[config.mk]
export PLATFORM = sky130hd
export DESIGN_NAME = alu_seq_controller
export DESIGN_NICKNAME = d
export VERILOG_FILES = /design/src/rtl/alu_seq_controller.sv
export SDC_FILE = /design/constraint.sdc
export NUM_CORES = 1
export LEC_CHECK = 0
export BUFFER_PORTS_ARGS = -buffer_cell sky130_fd_sc_hd__clkbuf_2
export CORE_MARGIN = 5
export CORE_UTILIZATION = 55
export CTS_CLUSTER_DIAMETER = 120
export DETAILED_ROUTE_END_ITERATION = 16
export PLACE_DENSITY = 0.83
export REMOVE_ABC_BUFFERS = 1
export SLEW_MARGIN = 25
export SYNTH_ARGS = -nofsm -noshare
export SYNTH_HDL_FRONTEND = slang
export SYNTH_SLANG_ARGS = --single-unit
[constraint.sdc]
create_clock -name clk -period 4.5 [get_ports clk]
set_input_delay 0.45 -clock clk [delete_from_list [all_inputs] [get_ports clk]]
set_output_delay 0.45 -clock clk [all_outputs]
set_load 0.02 [all_outputs]
[src/rtl/alu_seq_controller.sv]
// ALU operation decoder plus sequential M-extension unit (shift-add multiply, restoring divide).
// Define ALU_SEQ_DIV_EN to build the divider; without it every divide/remainder op is flagged Illegal.
module alu_seq_controller #(
    parameter int unsigned XLEN = 32
) (
    input  logic            clk,
    input  logic            reset,
    input  logic [1:0]      ALUOp,
    input  logic [6:0]      Funct7,
    input  logic [2:0]      Funct3,
    input  logic            Start,
    input  logic            Kill,
    input  logic [XLEN-1:0] SrcA,
    input  logic [XLEN-1:0] SrcB,
    output logic [3:0]      Operation,
    output logic            MClass,
    output logic            Busy,
    output logic            Done,
    output logic [XLEN-1:0] Result,
    output logic            Illegal
);

    localparam int unsigned CW = $clog2(XLEN) + 1;
    localparam int unsigned PW = 2 * XLEN;

`ifdef ALU_SEQ_DIV_EN
    typedef enum logic [1:0] {IDLE = 2'b00, MUL = 2'b01, DIV = 2'b10, DONE = 2'b11} state_t;
    localparam logic [XLEN-1:0] MIN_NEG = {1'b1, {(XLEN-1){1'b0}}};
`else
    typedef enum logic [1:0] {IDLE = 2'b00, MUL = 2'b01, DONE = 2'b11} state_t;
`endif

    state_t          r_state, w_state_n;
    logic [PW-1:0]   r_acc, w_acc_n;
    logic [XLEN-1:0] r_opb, w_opb_n;
    logic [CW-1:0]   r_cnt, w_cnt_n;
    logic [1:0]      r_f3, w_f3_n;
    logic            r_neg, w_neg_n;
    logic [XLEN-1:0] r_result, w_result_n;
    logic            r_busy, r_done, w_done_n, r_illegal, w_illegal_n;

    logic            w_mclass;
    logic            w_a_signed, w_b_signed, w_a_neg, w_b_neg, w_neg;
    logic [XLEN-1:0] w_a_mag, w_b_mag;
    logic [XLEN:0]   w_sum;
    logic [PW-1:0]   w_mul_next, w_mul_prod;
    logic [XLEN-1:0] w_mul_res;

    assign w_mclass = (ALUOp == 2'b10) && (Funct7 == 7'b0000001);
    assign MClass   = w_mclass;

    // Single-cycle ALU select
    always_comb begin
        Operation = 4'b0000;
        case (ALUOp)
            2'b00: Operation = 4'b0010;
            2'b01: Operation = 4'b1000;
            2'b10: begin
                if (!w_mclass) begin
                    case (Funct3)
                        3'b000: Operation = (Funct7 == 7'b0100000) ? 4'b0011 : 4'b0010;
                        3'b001: Operation = 4'b0100;
                        3'b010: Operation = 4'b1100;
                        3'b101: begin
                            if (Funct7 == 7'b0000000)      Operation = 4'b0101;
                            else if (Funct7 == 7'b0100000) Operation = 4'b0111;
                        end
                        3'b110: Operation = 4'b0001;
                        default: Operation = 4'b0000;
                    endcase
                end
            end
            default: Operation = 4'b0000;
        endcase
    end

    // Operand signedness and magnitudes for the op being launched
    assign w_a_signed = Funct3[2] ? !Funct3[0] : (Funct3[1:0] != 2'b11);
    assign w_b_signed = Funct3[2] ? !Funct3[0] : !Funct3[1];
    assign w_a_neg    = w_a_signed & SrcA[XLEN-1];
    assign w_b_neg    = w_b_signed & SrcB[XLEN-1];
    assign w_a_mag    = w_a_neg ? (XLEN'(0) - SrcA) : SrcA;
    assign w_b_mag    = w_b_neg ? (XLEN'(0) - SrcB) : SrcB;
    assign w_neg      = (Funct3[2] & Funct3[1]) ? w_a_neg : (w_a_neg ^ w_b_neg);

    // Shift-add step: multiplier in the low half of r_acc, multiplicand in r_opb
    assign w_sum      = {1'b0, r_acc[PW-1:XLEN]} + {1'b0, r_opb};
    assign w_mul_next = r_acc[0] ? {w_sum, r_acc[XLEN-1:1]} : {1'b0, r_acc[PW-1:1]};
    assign w_mul_prod = r_neg ? (PW'(0) - w_mul_next) : w_mul_next;
    assign w_mul_res  = (r_f3 == 2'b00) ? w_mul_prod[XLEN-1:0] : w_mul_prod[PW-1:XLEN];

`ifdef ALU_SEQ_DIV_EN
    logic [XLEN:0]   w_shift, w_diff;
    logic            w_ge;
    logic [PW-1:0]   w_div_next;
    logic [XLEN-1:0] w_div_pick, w_div_res;

    // Restoring step: remainder in the high half, dividend/quotient in the low half
    assign w_shift    = r_acc[PW-1:XLEN-1];
    assign w_diff     = w_shift - {1'b0, r_opb};
    assign w_ge       = (w_shift >= {1'b0, r_opb});
    assign w_div_next = w_ge ? {w_diff[XLEN-1:0], r_acc[XLEN-2:0], 1'b1}
                             : {w_shift[XLEN-1:0], r_acc[XLEN-2:0], 1'b0};
    assign w_div_pick = r_f3[1] ? w_div_next[PW-1:XLEN] : w_div_next[XLEN-1:0];
    assign w_div_res  = r_neg ? (XLEN'(0) - w_div_pick) : w_div_pick;
`endif

    always_comb begin
        w_state_n   = r_state;
        w_acc_n     = r_acc;
        w_opb_n     = r_opb;
        w_cnt_n     = r_cnt;
        w_f3_n      = r_f3;
        w_neg_n     = r_neg;
        w_result_n  = r_result;
        w_done_n    = 1'b0;
        w_illegal_n = 1'b0;
        case (r_state)
            IDLE: begin
                if (Start && w_mclass && !Kill) begin
                    w_f3_n  = Funct3[1:0];
                    w_neg_n = w_neg;
                    w_cnt_n = '0;
                    if (!Funct3[2]) begin
                        w_state_n = MUL;
                        w_acc_n   = {XLEN'(0), w_b_mag};
                        w_opb_n   = w_a_mag;
                    end
`ifdef ALU_SEQ_DIV_EN
                    else if (SrcB == '0) begin
                        w_result_n = Funct3[1] ? SrcA : '1;
                        w_done_n   = 1'b1;
                        w_state_n  = DONE;
                    end else if (!Funct3[0] && (SrcA == MIN_NEG) && (SrcB == '1)) begin
                        w_result_n = Funct3[1] ? '0 : SrcA;
                        w_done_n   = 1'b1;
                        w_state_n  = DONE;
                    end else begin
                        w_state_n = DIV;
                        w_acc_n   = {XLEN'(0), w_a_mag};
                        w_opb_n   = w_b_mag;
                    end
`else
                    else begin
                        w_result_n  = '0;
                        w_done_n    = 1'b1;
                        w_illegal_n = 1'b1;
                        w_state_n   = DONE;
                    end
`endif
                end
            end
            MUL: begin
                if (Kill) begin
                    w_state_n = IDLE;
                end else begin
                    w_acc_n = w_mul_next;
                    w_cnt_n = r_cnt + CW'(1);
                    if (r_cnt == CW'(XLEN - 1)) begin
                        w_result_n = w_mul_res;
                        w_done_n   = 1'b1;
                        w_state_n  = DONE;
                    end
                end
            end
`ifdef ALU_SEQ_DIV_EN
            DIV: begin
                if (Kill) begin
                    w_state_n = IDLE;
                end else begin
                    w_acc_n = w_div_next;
                    w_cnt_n = r_cnt + CW'(1);
                    if (r_cnt == CW'(XLEN - 1)) begin
                        w_result_n = w_div_res;
                        w_done_n   = 1'b1;
                        w_state_n  = DONE;
                    end
                end
            end
`endif
            DONE:    w_state_n = IDLE;
            default: w_state_n = IDLE;
        endcase
    end

    always_ff @(posedge clk or posedge reset) begin
        if (reset) begin
            r_state   <= IDLE;
            r_acc     <= '0;
            r_opb     <= '0;
            r_cnt     <= '0;
            r_f3      <= '0;
            r_neg     <= 1'b0;
            r_result  <= '0;
            r_busy    <= 1'b0;
            r_done    <= 1'b0;
            r_illegal <= 1'b0;
        end else begin
            r_state   <= w_state_n;
            r_acc     <= w_acc_n;
            r_opb     <= w_opb_n;
            r_cnt     <= w_cnt_n;
            r_f3      <= w_f3_n;
            r_neg     <= w_neg_n;
            r_result  <= w_result_n;
            r_busy    <= (w_state_n != IDLE);
            r_done    <= w_done_n;
            r_illegal <= w_illegal_n;
        end
    end

    assign Busy    = r_busy;
    assign Done    = r_done;
    assign Result  = r_result;
    assign Illegal = r_illegal;

endmodule
# Word-level counts from Yosys, hierarchy flattened
# Index checks and enable logic that the tools add are counted.
# word_totals
latchBits	0
mem_bits_ro	0
word_cells	91
regBits	142
n_memories	0
ramBits	0
# classes
eq_ne	16
muxes	37
order_cmp	0
bitwise_logic	5
n_div	0
shift	0
reduce_logical	18
multipliers	0
addsub	5
# ops
op	count
2-to-1 mux 64 bit	5
2-to-1 mux 32 bit	7
one-hot mux 64 bit (2 select lines)	1
one-hot mux 32 bit (2 select lines)	1
subtractor 1 x 32 -> 32 bit (first input constant)	2
subtractor 1 x 64 -> 64 bit (first input constant)	1
adder 32 x 32 -> 33 bit	1
one-hot mux 4 bit (5 select lines)	1
2-to-1 mux 6 bit	2
!= test 2 bit (second input constant)	6
one-hot mux 4 bit (3 select lines)	1
one-hot mux 6 bit (2 select lines)	1
2-to-1 mux 1 bit	9
2-to-1 mux 2 bit	4
equality test 7 x 1 -> 1 bit (second input constant)	1
equality test 7 x 6 -> 1 bit (second input constant)	1
logical NOT 7 bit	1
adder 6 x 1 -> 6 bit (second input constant)	1
equality test 3 bit (second input constant)	2
equality test 6 x 5 -> 1 bit (second input constant)	1
logical NOT 2 bit	3
2-to-1 mux 3 bit	2
AND reduction 3 bit	2
AND reduction 5 bit	1
16 further kinds	24

# Longest topological paths before layout
# Gate-level depths: netlist of run 1.
# depth
depth_word	8
mapped_depth	14
depth_no_buf	13

# Worst setup path after synthesis of run 1
# OpenSTA, ideal clock, no wires.
# synth_path
kind	flip-flop to flip-flop
from	register r_acc[32]
to	register r_result[27] (netlist: Result[27])
setup_ns	0.066
arrival_ns	4.223
path_stages_with_launch	15
path_slack_ns	0.211
t_required_ns	4.434
path_buffers	1
synth_period_minus_slack_ns	4.289
path_cell_list	dfrtp_1 -> ha_1 -> fa_1 -> a211oi_1 -> o21ai_1 -> xor2_1 -> mux2i_1 -> o2111ai_1 -> or3_4 -> or4_4 -> buf_6 -> or3_4 -> o211ai_2 -> or4b_1 -> nand2_1
# synth_between
elab_chain_len	8
# synth_lines
element	line	rtl
start: declaration	34	logic [PW-1:0] r_acc, w_acc_n;
start signal: assignment	200	r_acc <= w_acc_n;
adder 32 x 32 -> 33 bit	87	assign w_sum = {1'b0, r_acc[PW-1:XLEN]} + {1'b0, r_opb};
2-to-1 mux 64 bit (*)	88	assign w_mul_next = r_acc[0] ? {w_sum, r_acc[XLEN-1:1]} : {1'b0, r_acc[PW-1:1]};
subtractor 1 x 64 -> 64 bit	89	assign w_mul_prod = r_neg ? (PW'(0) - w_mul_next) : w_mul_next;
2-to-1 mux 64 bit (*)	89	
2-to-1 mux 32 bit (*)	90	assign w_mul_res = (r_f3 == 2'b00) ? w_mul_prod[XLEN-1:0] : w_mul_prod[PW-1:XLEN];
2-to-1 mux 32 bit (*)	159	if (r_cnt == CW'(XLEN - 1)) begin
2-to-1 mux 32 bit (*)	154	if (Kill) begin
one-hot mux 32 bit (2 select lines) (*)	118	case (r_state)
end signal: assignment	205	r_result <= w_result_n;
end: declaration	39	logic [XLEN-1:0] r_result, w_result_n;
# Mark *: on every way between the ends. The rest lies on a longest branch, timed or not. The select of a mux whose other input is x is not followed.
# A chain may end at the register's enable or synchronous reset.

# Worst setup path in the final report of run 1
# Ends and elaborated chain as after synthesis.

==> reports/results.txt, run 1 <==
Setup tns final: 0 ns
Most common cell after layout, fill and taps aside: nand2_1
Die footprint: 23000 um^2
CTS tree: done
CP peak stage delay: 0.56 ns
Maximum clock path buffer count: 2
Die height: 152 um
Most frequent cells in the layout: 225 x nand2_1, 156 x o21ai_0, 140 x dfrtp_1, 119 x clkbuf_2, 113 x a21oi_1
Distinct cells, synth: 77
Final Setup Violations: 0
Final Max Slew Viols: 0
Diodes inserted: 0
Post-route setup slack: 0.104 ns
HP Class: in -> async
Slew margin rel.: 37.1%
MaxCap Viol Count: 0
PortBufs: 119
Number of global-route vias before repair: 10.7k
Number of synthesized register bits: 142
Layout cells sized above 1: 14.7%
Slew at the pin closest to its max-slew limit: 0.934 ns
GPL Wtd Cong: 0.962
Io pins: 120
Die Width: 152 um
Post-DP HPWL: 22.5 mm
Hold Fails Final Rpt: 0
CP required: 4.86 ns
Setup crit end kind: flop
Top routing layer used: met4
# nets final: 1626
Core Area: 19600 um^2
Initial antenna violation count: 0
Rows: 51
Clk_skew: 0.00810 ns
Pre-Repair DR Iteration Count: 6
Pre-CTS setup slack: 0.171 ns
Grt ovf: 0
Syn Std Cell Area: 11000 um^2
Yosys Warn Count: 0
WL final: 30.9 mm
DRC Markers: 0
Met2 WL: 14.9 mm
Asr flop ratio synth: 100%
Initial Util: 56.2%
VDD IR max: 0.000293 V
Area Growth Syn to Fin: 14.4%
Largest net degree at the start of global routing: 117
Sequential share of the synthesized area: 32.3%
Post-Synthesis Cells: 1421
Avg Cell Area, Syn: 7.75 um^2
Crit share post-route: 97.7%
Number of H-tree levels: 4
Worst-path fanout max: 4
Post-route ant nets: 0
Primary FF master, synth: dfrtp_1
Crit-path cells: ha_2 -> fa_2 -> a211oi_4 -> o211ai_1 -> a21o_1 -> a22oi_1 -> o2111ai_1 -> or3_4 -> or4_4 -> or3_4 -> o211ai_2 -> or4b_1 -> nand2_1
P per Cell Area: 260 nW/um^2
GRT Total Usage: 27.0%
Wl on met1: 12.4 mm
Clk sinks: 142
Worst EP arrival: 4.76 ns
Slowest CP cell: or4_4
Most Frequent Cell on Critical Path: or3_4
Vias per inst: 6.24
Global-route wire length before repair: 50.4 mm
CTS Buf Count: 17
F_max: 0.227 GHz
Routed vias: 11.2k
Per-cell routed wire length: 17.3 um
Fill count: 1694
CP startpoint kind: flop
Clock Latency Late Sink: 0.43 ns
Status: finished, final reports clean
Period minus WS final: 4.40 ns
Clock Pin Slew Worst Setup and Hold Paths: 0.06 ns
Initial drt markers: 978
Clock Tree Root: clkbuf_16
WS Path Type: reg -> reg
LEAKAGE: 5.67 nW
Post-synth EDFFs: 0
DR WL met3: 2.28 mm
==> repair_timing <==
action,in CTS,in global routing
buffers inserted,0,3
setup endpoints to repair,0,6
hold buffers,0,0
resized for setup,0,13
==> per-stage QoR <==
stage | total power, W | instance area, um^2 | std cells | utilization, % | hold slack (ns)
global route | 0.00340 | 12600 | 1787 | 64.3 | 0.254
CTS | 0.00328 | 12500 | 1784 | 63.9 | 0.305
floorplan | 0.00160 | 10700 | 1336 | - | 0.443
global placement | 0.00176 | 11900 | 1752 | 60.7 | 0.458
finish | 0.00328 | 12600 | 1787 | 64.3 | 0.187
detailed placement | 0.00178 | 11900 | 1752 | 60.7 | 0.476
==> area by class of cell <==
class / count / area (um^2) / share of cell area (%)
Tap cell: 265 / 332 / 2.63
Clock inverter: 10 / 161 / 1.28
Sequential cell: 142 / 3560 / 28.2
Timing Repair Buffer: 154 / 858 / 6.81
Clock buffer: 22 / 464 / 3.68
Inverter: 28 / 113 / 0.893
Multi-Input combinational cell: 1166 / 7120 / 56.5
==> logic make-up (layout without fill, tap and decap cells) <==
kind of cell,count (synthesis),count (layout),synth area share [%]
AO/OA/AOI/OAI,470,470,25.7
XOR/XNOR,121,121,9.62
adder cells (fa/ha/maj),37,37,4.27
buffers and inverters,113,214,3.95
flip-flops,142,142,32.3
multiplexers,11,11,1.04
AND/OR/NAND/NOR,527,527,23.2
==> power by group <==
| part | switching, W | internal [W] | leakage (nW) |
|---|---|---|---|
| Sequential | 0.0000131 | 0.00129 | 1.97 |
| Clock | 0.000560 | 0.000956 | 0.296 |
| Combinational | 0.000274 | 0.000190 | 3.40 |
| Total | 0.000847 | 0.00243 | 5.67 |
==> sequential cells by signal, summed over array words and instances, names as in the netlist <==
name     count
r_opb       32
r_f3         2
r_neg        1
r_state      2
r_acc       64
Done         1
Busy         1
Result      32
r_cnt        6
Illegal      1
==> cell usage after synthesis (all sizes together) (4+ instances only) <==
library cell  count  share of area, %
o41ai            10              0.79
a31oi             8              0.45
or3              25               1.5
o2111ai           6              0.48
xor2             59               4.7
buf              10              0.44
clkbuf           75               2.6
and3             12              0.68
nand4            25               1.4
a22oi             8              0.55
nor3             28               1.4
o211ai           11              0.79
or4              14               1.1
ha               36               4.1
nand3            23               1.1
or2               6              0.34
a211oi           11              0.79
nor2            103               3.5
inv              28              0.95
o31ai            25               1.7
nor4             10              0.98
nand2           226               7.7
mux2              4              0.41
a221oi            4              0.32
a21oi           116               5.3
a32oi             4              0.32
a22o             15               1.2
o21ai           199               9.0
o21a             10              0.68
nor2b            10              0.57
a21o             10              0.68
a2111oi           4              0.32
xnor2            62               4.9
o221ai            4              0.32
nand3b            5              0.34
dfrtp           142                32
mux2i             7              0.64
nor4b             5              0.40
and2              7              0.40
nand2b           19               1.1
==> path summary, 6_finish.rpt <==
path	slack [ns]	depth (start not counted)	endpoint	from
max	0.10	13	Result[27]	r_acc[32]
min	0.19	2	Result[0]	reset
max reg2reg	0.10	13	Result[27]	r_acc[32]
min reg2reg	0.48	2	r_opb[29]	r_opb[29]
max in group asynchronous	3.41	3	r_opb[26]	reset
min in group clk	0.31	3	r_opb[31]	SrcA[31]
==> worst max-delay path: cells and delay by family (launching register included) <==
family	cells	cell delay, ns
simple gates	5	1.98
compound gates	6	1.32
fa+ha+maj	2	0.63
flops	1	0.40
==> per-layer routing <==
metal	track usage [%]	up-vias
met1	34.4	5275
li1	-	5293
met5	0	-
met2	44.6	481
met3	5.15	108
met4	12.1	0
(Power assumes the default switching activity.)
==> run 2: changes to the inputs <==
Settings changed: BUFFER_PORTS_ARGS -buffer_cell sky130_fd_sc_hd__clkbuf_2 to default, CORE_UTILIZATION 55 to 59, DONT_BUFFER_PORTS from default to 1, PLACE_DENSITY 0.83 to 0.84.
==> run 2 against run 1 <==
  * The flow now finishes with violations (negative hold slack)
  * Register-to-register slack better by 0.12 ns
  * Maximum frequency increased by 2.9%
  * Cell count shrank 8.4%
  * Hold slack worse by 0.19 ns
  * Wire length fell by 2.3%
  * Sequential power about the same
  * Sequential share of layout area grew 1.7 points
  * Critical path type unchanged
  * Largest cell class unchanged
  * Clock skew up 0.0019 ns
  * Combinational power down 11%
  * Count of clock-buffer cells in the layout fell by 4
==> reports/results.txt, run 2 (synthesis gave the netlist of run 1 again) <==
Area Growth Syn to Fin: 8.09%
Worst-path fanout max: 6 (+2)
Slew margin rel.: 32.5% (-4.6 points)
Initial Util: 59.5% (+3.3 points)
Per-cell routed wire length: 18.4 um (+6.6%)
F_max: 0.234 GHz (+2.9%)
Largest register FFs: 64 (unchanged)
WL final: 30.1 mm (-2.3%)
GRT Total Usage: 27.7% (+0.66 points)
CTS Buf Count: 17 (unchanged)
CP startpoint kind: flop
CP required: 4.87 ns (about the same)
Final Setup Violations: 0 (unchanged)
Post-route setup slack: 0.228 ns (+0.123 ns)
Crit share post-route: 94.9% (-2.7 points)
Status: finished with violations
Flop-to-flop setup slack: 0.23 ns (+0.12 ns)
Clk_skew: 0.0100 ns (+0.00194 ns)
CP peak stage delay: 0.54 ns (-0.02 ns)
Slowest CP cell: or4_4
LEAKAGE: 5.16 nW (-9.1%)
Post_cts resized: 0 (unchanged)
Most common cell after layout, fill and taps aside: nand2_1
# nets final: 1507 (-7.3%)
Initial antenna violation count: 0 (unchanged)
Pre-CTS setup slack: 0.203 ns (+0.0317 ns)
Fill count: 1565 (-7.6%)
VDD IR max: 0.000266 V (-9.4%)
Global-route wire length before repair: 49.1 mm (-2.5%)
Diodes inserted: 0 (unchanged)
Post-route design area: 11900 um^2 (-5.5%)
Grt ovf: 0 (unchanged)
Die Width: 147 um (-3.2%)
Period minus WS final: 4.27 ns (-0.123 ns)
Slew at the pin closest to its max-slew limit: 1.01 ns (+0.0782 ns)
PortBufs: 0 (-100%)
WS Path Type: reg -> reg
Rows: 50 (-2.0%)
DP Area: 11300 um^2 (-5.2%)
Clock Tree Root: clkbuf_16
Most frequent cells in the layout: 225 x nand2_1, 156 x o21ai_0, 141 x dfrtp_1, 115 x a21oi_1, 102 x nor2_1
Die footprint: 21500 um^2 (-6.3%)
MaxCap Viol Count: 0 (unchanged)
P per Cell Area: 267 nW/um^2 (+2.5%)
Worst EP arrival: 4.65 ns (-0.11 ns)
Crit-path cells: ha_1 -> o211ai_1 -> o21a_1 -> o2111ai_1 -> a22oi_1 -> o2111ai_1 -> or3_4 -> or4_4 -> or3_4 -> o211ai_2 -> or4b_1 -> nand2_1
Vias per inst: 6.45 (+3.4%)
Post-route ant nets: 0 (unchanged)
Initial drt markers: 867 (-11%)
Io pins: 120 (unchanged)
Setup crit end kind: flop
Hold-fix buffers, CTS: 0 (unchanged)
Core Area: 18500 um^2 (-5.5%)
Maximum clock path buffer count: 2 (unchanged)
Fin Hold WS: -0.00635 ns (-0.194 ns)
DRC Markers: 0 (unchanged)
Number of global-route vias before repair: 10.1k (-5.9%)
Top routing layer used: met4
Clock Pin Slew Worst Setup and Hold Paths: 0.07 ns (about the same)
Die height: 147 um (-3.2%)
Pre-Repair DR Iteration Count: 5 (-1)
Routed vias: 10.6k (-5.3%)
Layout cells sized above 1: 7.20% (-7.5 points)
DR WL met3: 2.30 mm (+0.96%)
Number of H-tree levels: 4 (unchanged)
HP Class: in -> async
Failing checks: negative hold slack
Final Max Slew Viols: 0 (unchanged)
Clk sinks: 142 (unchanged)
Largest net degree at the start of global routing: 113 (-3.4%)
Met2 WL: 14.5 mm (-2.8%)
Reg with most FFs: r_acc
Setup bufs post-CTS: 0 (unchanged)
Clock Latency Late Sink: 0.44 ns (about the same)
Wl on met1: 12.3 mm (-1.5%)
Post-DP HPWL: 22.0 mm (-2.4%)
Hold Fails Final Rpt: 4 (+4)
CTS tree: done
GPL Wtd Cong: 0.918 (-4.5%)
==> run 2: changes by cell type in the layout (fill, tap and decap cells not counted), sizes merged <==
cell,previous run,this run
clkbuf,141,18
clkinv,3,6
inv,28,31
bufinv,4,3
clkinvlp,3,2
==> run 2: worst max-delay path, delay by kind of cell (launching register included) <==
family          cells  cell delay, ns
compound gates      6            1.47
fa+ha+maj           1            0.41
flops               1            0.42
simple gates        5            1.91
==> run 2: path summary, 6_finish.rpt <==
check                           from         end  depth (start not counted)
setup / recovery           r_acc[34]  Result[27]                         12
hold / removal                 reset    r_acc[7]                          1
setup reg to reg           r_acc[34]  Result[27]                         12
hold reg to reg            r_opb[31]   r_opb[31]                          2
max in group asynchronous      reset   r_acc[31]                          2
min in group clk            SrcA[31]   r_opb[31]                          2
==> run 2: final cells by class <==
type | instances | area [um^2] | share of cell area (%)
multi-input combinational | 1166 | 7090 | 59.5
sequential | 142 | 3560 | 29.9
clock buffer | 18 | 429 | 3.60
tap | 234 | 293 | 2.46
timing repair buffer | 35 | 263 | 2.21
clock inverter | 14 | 165 | 1.39
inverter | 28 | 113 | 0.946
==> run 2: through the flow <==
stage | setup TNS (ns) | hold WS (ns) | instances | utilization [%] | power (W)
floorplan | -80.52 | 0.443 | 1336 | - | 0.00160
global placement | 0 | 0.455 | 1605 | 60.9 | 0.00172
global route | -0.0287 | 0.0967 | 1637 | 64.3 | 0.00328
detailed placement | 0 | 0.469 | 1605 | 60.9 | 0.00172
finish | 0 | -0.00635 | 1637 | 64.3 | 0.00317
CTS | 0 | 0.142 | 1637 | 64.1 | 0.00317
==> run 2: where the power goes <==
group	switching [W]	internal, W	leakage (nW)
sequential	0.0000142	0.00129	1.98
combinational	0.000240	0.000169	2.89
clock	0.000594	0.000872	0.291
==> run 2: layer usage <==
metal  GRT usage, %  vias up
met2           46.0      414
li1               -     5059
met5              0        -
met4           11.5        0
met3           5.99       86
met1           34.9     5007
